==> config.mk <==
export PLATFORM = sky130hd
export DESIGN_NAME = dmem_access_ctrl
export DESIGN_NICKNAME = d
export VERILOG_FILES = /design/src/rtl/dmem_access_ctrl.sv
export SDC_FILE = /design/constraint.sdc
export NUM_CORES = 1
export LEC_CHECK = 0
export ABC_AREA = 1
export CAP_MARGIN = 20
export CELL_PAD_IN_SITES_DETAIL_PLACEMENT = 1
export CELL_PAD_IN_SITES_GLOBAL_PLACEMENT = 2
export CORE_MARGIN = 4
export CORE_UTILIZATION = 21
export CTS_BUF_LIST = sky130_fd_sc_hd__clkbuf_16
export DETAILED_ROUTE_END_ITERATION = 10
export PLACE_DENSITY = 0.75
export SYNTH_ARGS = -nofsm -noshare
export SYNTH_HDL_FRONTEND = slang
export SYNTH_SLANG_ARGS = --single-unit
==> constraint.sdc <==
create_clock -name clk -period 3.9 [get_ports clk]
set_input_delay 0.78 -clock clk [delete_from_list [all_inputs] [get_ports clk]]
set_output_delay 0.78 -clock clk [all_outputs]
set_load 0.01 [all_outputs]
==> src/rtl/dmem_access_ctrl.sv <==
// -----------------------------------------------------------------------------
// dmem_access_ctrl
//
// MEM-stage data-memory sequencer for the five-stage RISC-V pipeline. It watches
// the EX/MEM register, issues exactly one load or store per instruction over a
// req/ready handshake, and stalls the pipeline while that access is in flight.
// Load data (or zero on timeout) is returned to writeback. A timeout raises a
// one-cycle mem_err pulse.
//
// Parameters
//   TIMEOUT : maximum BUSY cycles to wait for dmem_ready (1 .. 2^CNT_W-1)
//   CNT_W   : timeout counter width
//
// Ports
//   clk, reset                 : clock, asynchronous active-high reset
//   memtoreg_in, memwrite_in   : EX/MEM load flag / lane-aligned store byte mask
//   ALUout_in, rdata2_in       : effective address / lane-aligned store data
//   invalid_in                 : EX/MEM holds a bubble, no access
//   dmem_req/we/addr/wdata     : registered memory request bus
//   dmem_ready, dmem_rdata     : memory completion and read data
//   stall                      : freeze PC, IF/ID, ID/EX and EX/MEM
//   load_data, load_valid      : captured load result for the EX/MEM instruction
//   mem_err                    : one-cycle pulse on access timeout
// -----------------------------------------------------------------------------
module dmem_access_ctrl #(
    parameter int TIMEOUT = 255,
    parameter int CNT_W   = 8
) (
    input  logic        clk,
    input  logic        reset,
    input  logic        memtoreg_in,
    input  logic [3:0]  memwrite_in,
    input  logic [31:0] ALUout_in,
    input  logic [31:0] rdata2_in,
    input  logic        invalid_in,
    output logic        dmem_req,
    output logic [3:0]  dmem_we,
    output logic [31:0] dmem_addr,
    output logic [31:0] dmem_wdata,
    input  logic        dmem_ready,
    input  logic [31:0] dmem_rdata,
    output logic        stall,
    output logic [31:0] load_data,
    output logic        load_valid,
    output logic        mem_err
);

    typedef enum logic [1:0] {
        IDLE = 2'd0,
        BUSY = 2'd1,
        DONE = 2'd2
    } state_t;

    localparam logic [CNT_W-1:0] CNT_LAST = CNT_W'(TIMEOUT - 1);

    state_t           state_reg;
    logic [CNT_W-1:0] cnt_reg;
    logic             is_load_reg;   // access in flight is a pure load
    logic             access;

    // Word addressing drops the byte offset; the lanes are already aligned.
    logic unused_addr_bits;
    assign unused_addr_bits = ^ALUout_in[1:0];

    assign access = !invalid_in && (memtoreg_in || (memwrite_in != 4'd0));

    // Combinational so the pipeline freezes in the same cycle the access shows up.
    assign stall = ((state_reg == IDLE) && access) || (state_reg == BUSY);

    always_ff @(posedge clk or posedge reset) begin
        if (reset) begin
            state_reg   <= IDLE;
            cnt_reg     <= '0;
            is_load_reg <= 1'b0;
            dmem_req    <= 1'b0;
            dmem_we     <= 4'd0;
            dmem_addr   <= 32'd0;
            dmem_wdata  <= 32'd0;
            load_data   <= 32'd0;
            load_valid  <= 1'b0;
            mem_err     <= 1'b0;
        end else begin
            case (state_reg)
                IDLE: begin
                    if (access) begin
                        dmem_addr   <= {ALUout_in[31:2], 2'b00};
                        dmem_wdata  <= rdata2_in;
                        // A store wins over a simultaneous load indication.
                        dmem_we     <= memwrite_in;
                        is_load_reg <= memtoreg_in && (memwrite_in == 4'd0);
                        dmem_req    <= 1'b1;
                        cnt_reg     <= '0;
                        state_reg   <= BUSY;
                    end
                end

                BUSY: begin
                    cnt_reg <= cnt_reg + 1'b1;
                    // Ready is checked first so a response in the last allowed
                    // cycle still counts as a success.
                    if (dmem_ready) begin
                        if (is_load_reg) begin
                            load_data <= dmem_rdata;
                        end
                        load_valid <= is_load_reg;
                        dmem_req   <= 1'b0;
                        state_reg  <= DONE;
                    end else if (cnt_reg == CNT_LAST) begin
                        load_data  <= 32'd0;
                        load_valid <= is_load_reg;
                        mem_err    <= 1'b1;
                        dmem_req   <= 1'b0;
                        state_reg  <= DONE;
                    end
                end

                DONE: begin
                    load_valid <= 1'b0;
                    mem_err    <= 1'b0;
                    state_reg  <= IDLE;
                end

                default: begin
                    state_reg <= IDLE;
                end
            endcase
        end
    end

endmodule

==> summary.txt <==
Register area - 2800 µm²
Fill count - 2,546
Crit-path max FO - 2
Worst vdd ir - 0.308 mV
Antenna diodes - 0
CP Launch Type - input port
Worst endpoint required time - 3.12 ns
Die X-Extent - 158 µm
RR Startpoint - state_reg[1]$_DFFE_PP0P_
Clk buf depth - 2
Total GRT Usage - 0.123
Vias - 4,258
Final Hold Viols - 0
Setup violations, final - 0
Unrepaired setup endpoints after global routing - false
Reg2reg setup slack - 1.89 ns
First-pass DRT Iterations - 4
Sink Count - 112
First-pass GRT wire length - 24,200 µm
Hpwl dp - 10,700 µm
Area leader, netlist - dfrtp_1
Synth top area cells - dfrtp_1 59%, nand2_1 23%, nand4_1 4.2%, nand3_1 1.9%, ha_1 1.6%
Crit path time final - 3.05 ns
Io pins - 209
FF+latch count, synth - 112
Worst Hold Depth - 2
Area of the core - 22,000 µm²
PnR worst setup slack - 0.850 ns
RR Endpoint - dmem_req$_DFFE_PP0P_
Top cell type's share of synthesized area - 0.594
Number of global-route vias before repair - 4,553
Final Cycle Share - 0.782
Clock buffer count from CTS - 9
Setup TNS - 0 ns
FP Rows - 54
Starting DRT DRC Count - 133
CTS tree - built
Slew @ Worst Pin - 0.718 ns
Critical path endpoint category - output port
CP arrival - 2.27 ns
Clock skew - 0.0128 ns
Syn Area/Cell - 8.67 µm²
Commonest non-fill, non-tap cell in the layout - nand2_1
Area of the mapped netlist - 4710 µm²
Die area - 24,900 µm²
Post-synthesis cell type count - 21
H-tree depth - 3
Wire length per cell - 15.1 µm
Pin count of the biggest net entering global routing - 55
Latest clock arrival within the worst-skew pair - 0.36 ns
Routed wire length - 15,400 µm
I/O Buffers - 204
Clock slew at reported path FFs - 0.07 ns
Most frequent cells in the layout - 294 x nand2_1, 204 x clkdlybuf4s50_1, 112 x dfrtp_1
Final net count - 848
Leakage - 3.52 nW
Starting Density - 0.215
Setup WS pre-CTS - 0.836 ns
Via density per instance - 4.17
Crit Path Category - in2out
Initial antenna violation count - 0
Final global-route overflow total - 0
Hold Crit Endpoint - load_data[15]$_DFFE_PP0P_
Regs by FF count - dmem_wdata x32, load_data x32, dmem_addr x30
Footprint of the multi-input gates - 1680 µm²
Register-to-Register Path Depth - 8
Sequential area share after synthesis - 0.594
Hold WS - 0.472 ns
Area growth, synth to finish - 55.1%
# DRC - 0
Critical path startpoint - memwrite_in[0]
Slew Limit Fails - 0
Hold_sp - load_data[15]$_DFFE_PP0P_
Post-CTS sizing - 0
Max Freq - 0.328 GHz
PD cells - 727 nW/µm²
Fraction of layout cells with a size suffix above 1 - 0.0539
HP Class - reg2reg
Slew headroom - 0.520
Post-CTS setup buffers - 0
Mapped Cells - 544
Clock root buffer - clkbuf_16
Final GP Congestion - 0.700
Synth warn - 0
Maxcap violations - 0
Final core occ - 0.333
Die H - 158 µm
Tot Pwr - 0.00532 W
# hold bufs at CTS - 0
DRT antenna net count - 0
Status - finished clean
[how the worst max path moves through the flow]
stage                                   endpoint  slack (ns)
after global placement                     stall        0.84
after detailed placement                   stall        0.84
after global routing                       stall        0.75
after CTS                                  stall        0.83
final                                      stall        0.85
after floorplan           cnt_reg[0]$_DFFE_PP0P_        0.16
[synthesized netlist by cell type]
library cell / count
nor2_1: 8
xnor2_1: 1
nand4_1: 32
clkbuf_1: 11
conb_1: 1
nand3_1: 18
buf_4: 7
buf_6: 3
nand3_2: 1
nor2_4: 1
nand2_1: 294
ha_1: 6
o21ai_0: 8
dfrtp_1: 112
buf_2: 11
inv_1: 14
a21oi_1: 1
inv_2: 1
o21ai_2: 1
xor2_1: 2
nand2_2: 11
[cell families (layout without fill, tap and decap cells)]
logic type / after synthesis / after routing / synth area share
XOR/XNOR: 3 / 3 / 0.00557
adder cells (fa/ha/maj): 6 / 6 / 0.0159
flip-flops: 112 / 112 / 0.594
AND/OR/NAND/NOR: 365 / 365 / 0.321
AO/OA/AOI/OAI: 10 / 10 / 0.0114
other: 1 / 2 / 0.000795
buffers and inverters: 47 / 244 / 0.0507
[final cells by class]
class / count / share of cell area
tap: 280 / 0.0479
clock inverter: 7 / 0.0108
clock buffer: 9 / 0.0308
sequential: 112 / 0.383
multi-input combinational: 386 / 0.229
timing repair buffer: 213 / 0.290
inverter: 15 / 0.00804
[where the power goes]
group	switching, W	total, W	internal (W)	leakage (nW)
registers	0.000280	0.00195	0.00167	1.44
logic	0.00118	0.00239	0.00121	1.93
clock network	0.000471	0.000980	0.000508	0.150
[worst max-delay path, cell delays in order]
cell and delay [ns]:
clkdlybuf4s50_1 0.48, nor2_1 0.06, nand3_1 0.12, nand3_2 0.09, nand2_1 0.12, clkdlybuf4s50_1 0.62
[per-stage QoR]
stage | std cells | cell area [µm²]
floorplan | 545 | 4720
global placement | 1006 | 7010
detailed placement | 1006 | 7010
CTS | 1022 | 7310
global route | 1022 | 7310
finish | 1022 | 7310
[per-layer routing]
metal,GRT usage,up-vias,part of all wire,wire length [µm]
li1,-,2077,-,-
met1,0.144,2016,0.43,6650
met2,0.198,154,0.44,6720
met3,0.0672,11,0.12,1900
met4,0.0295,0,0.010,156
met5,0,-,0,0
Note: power is estimated with default switching activity, not from simulation.
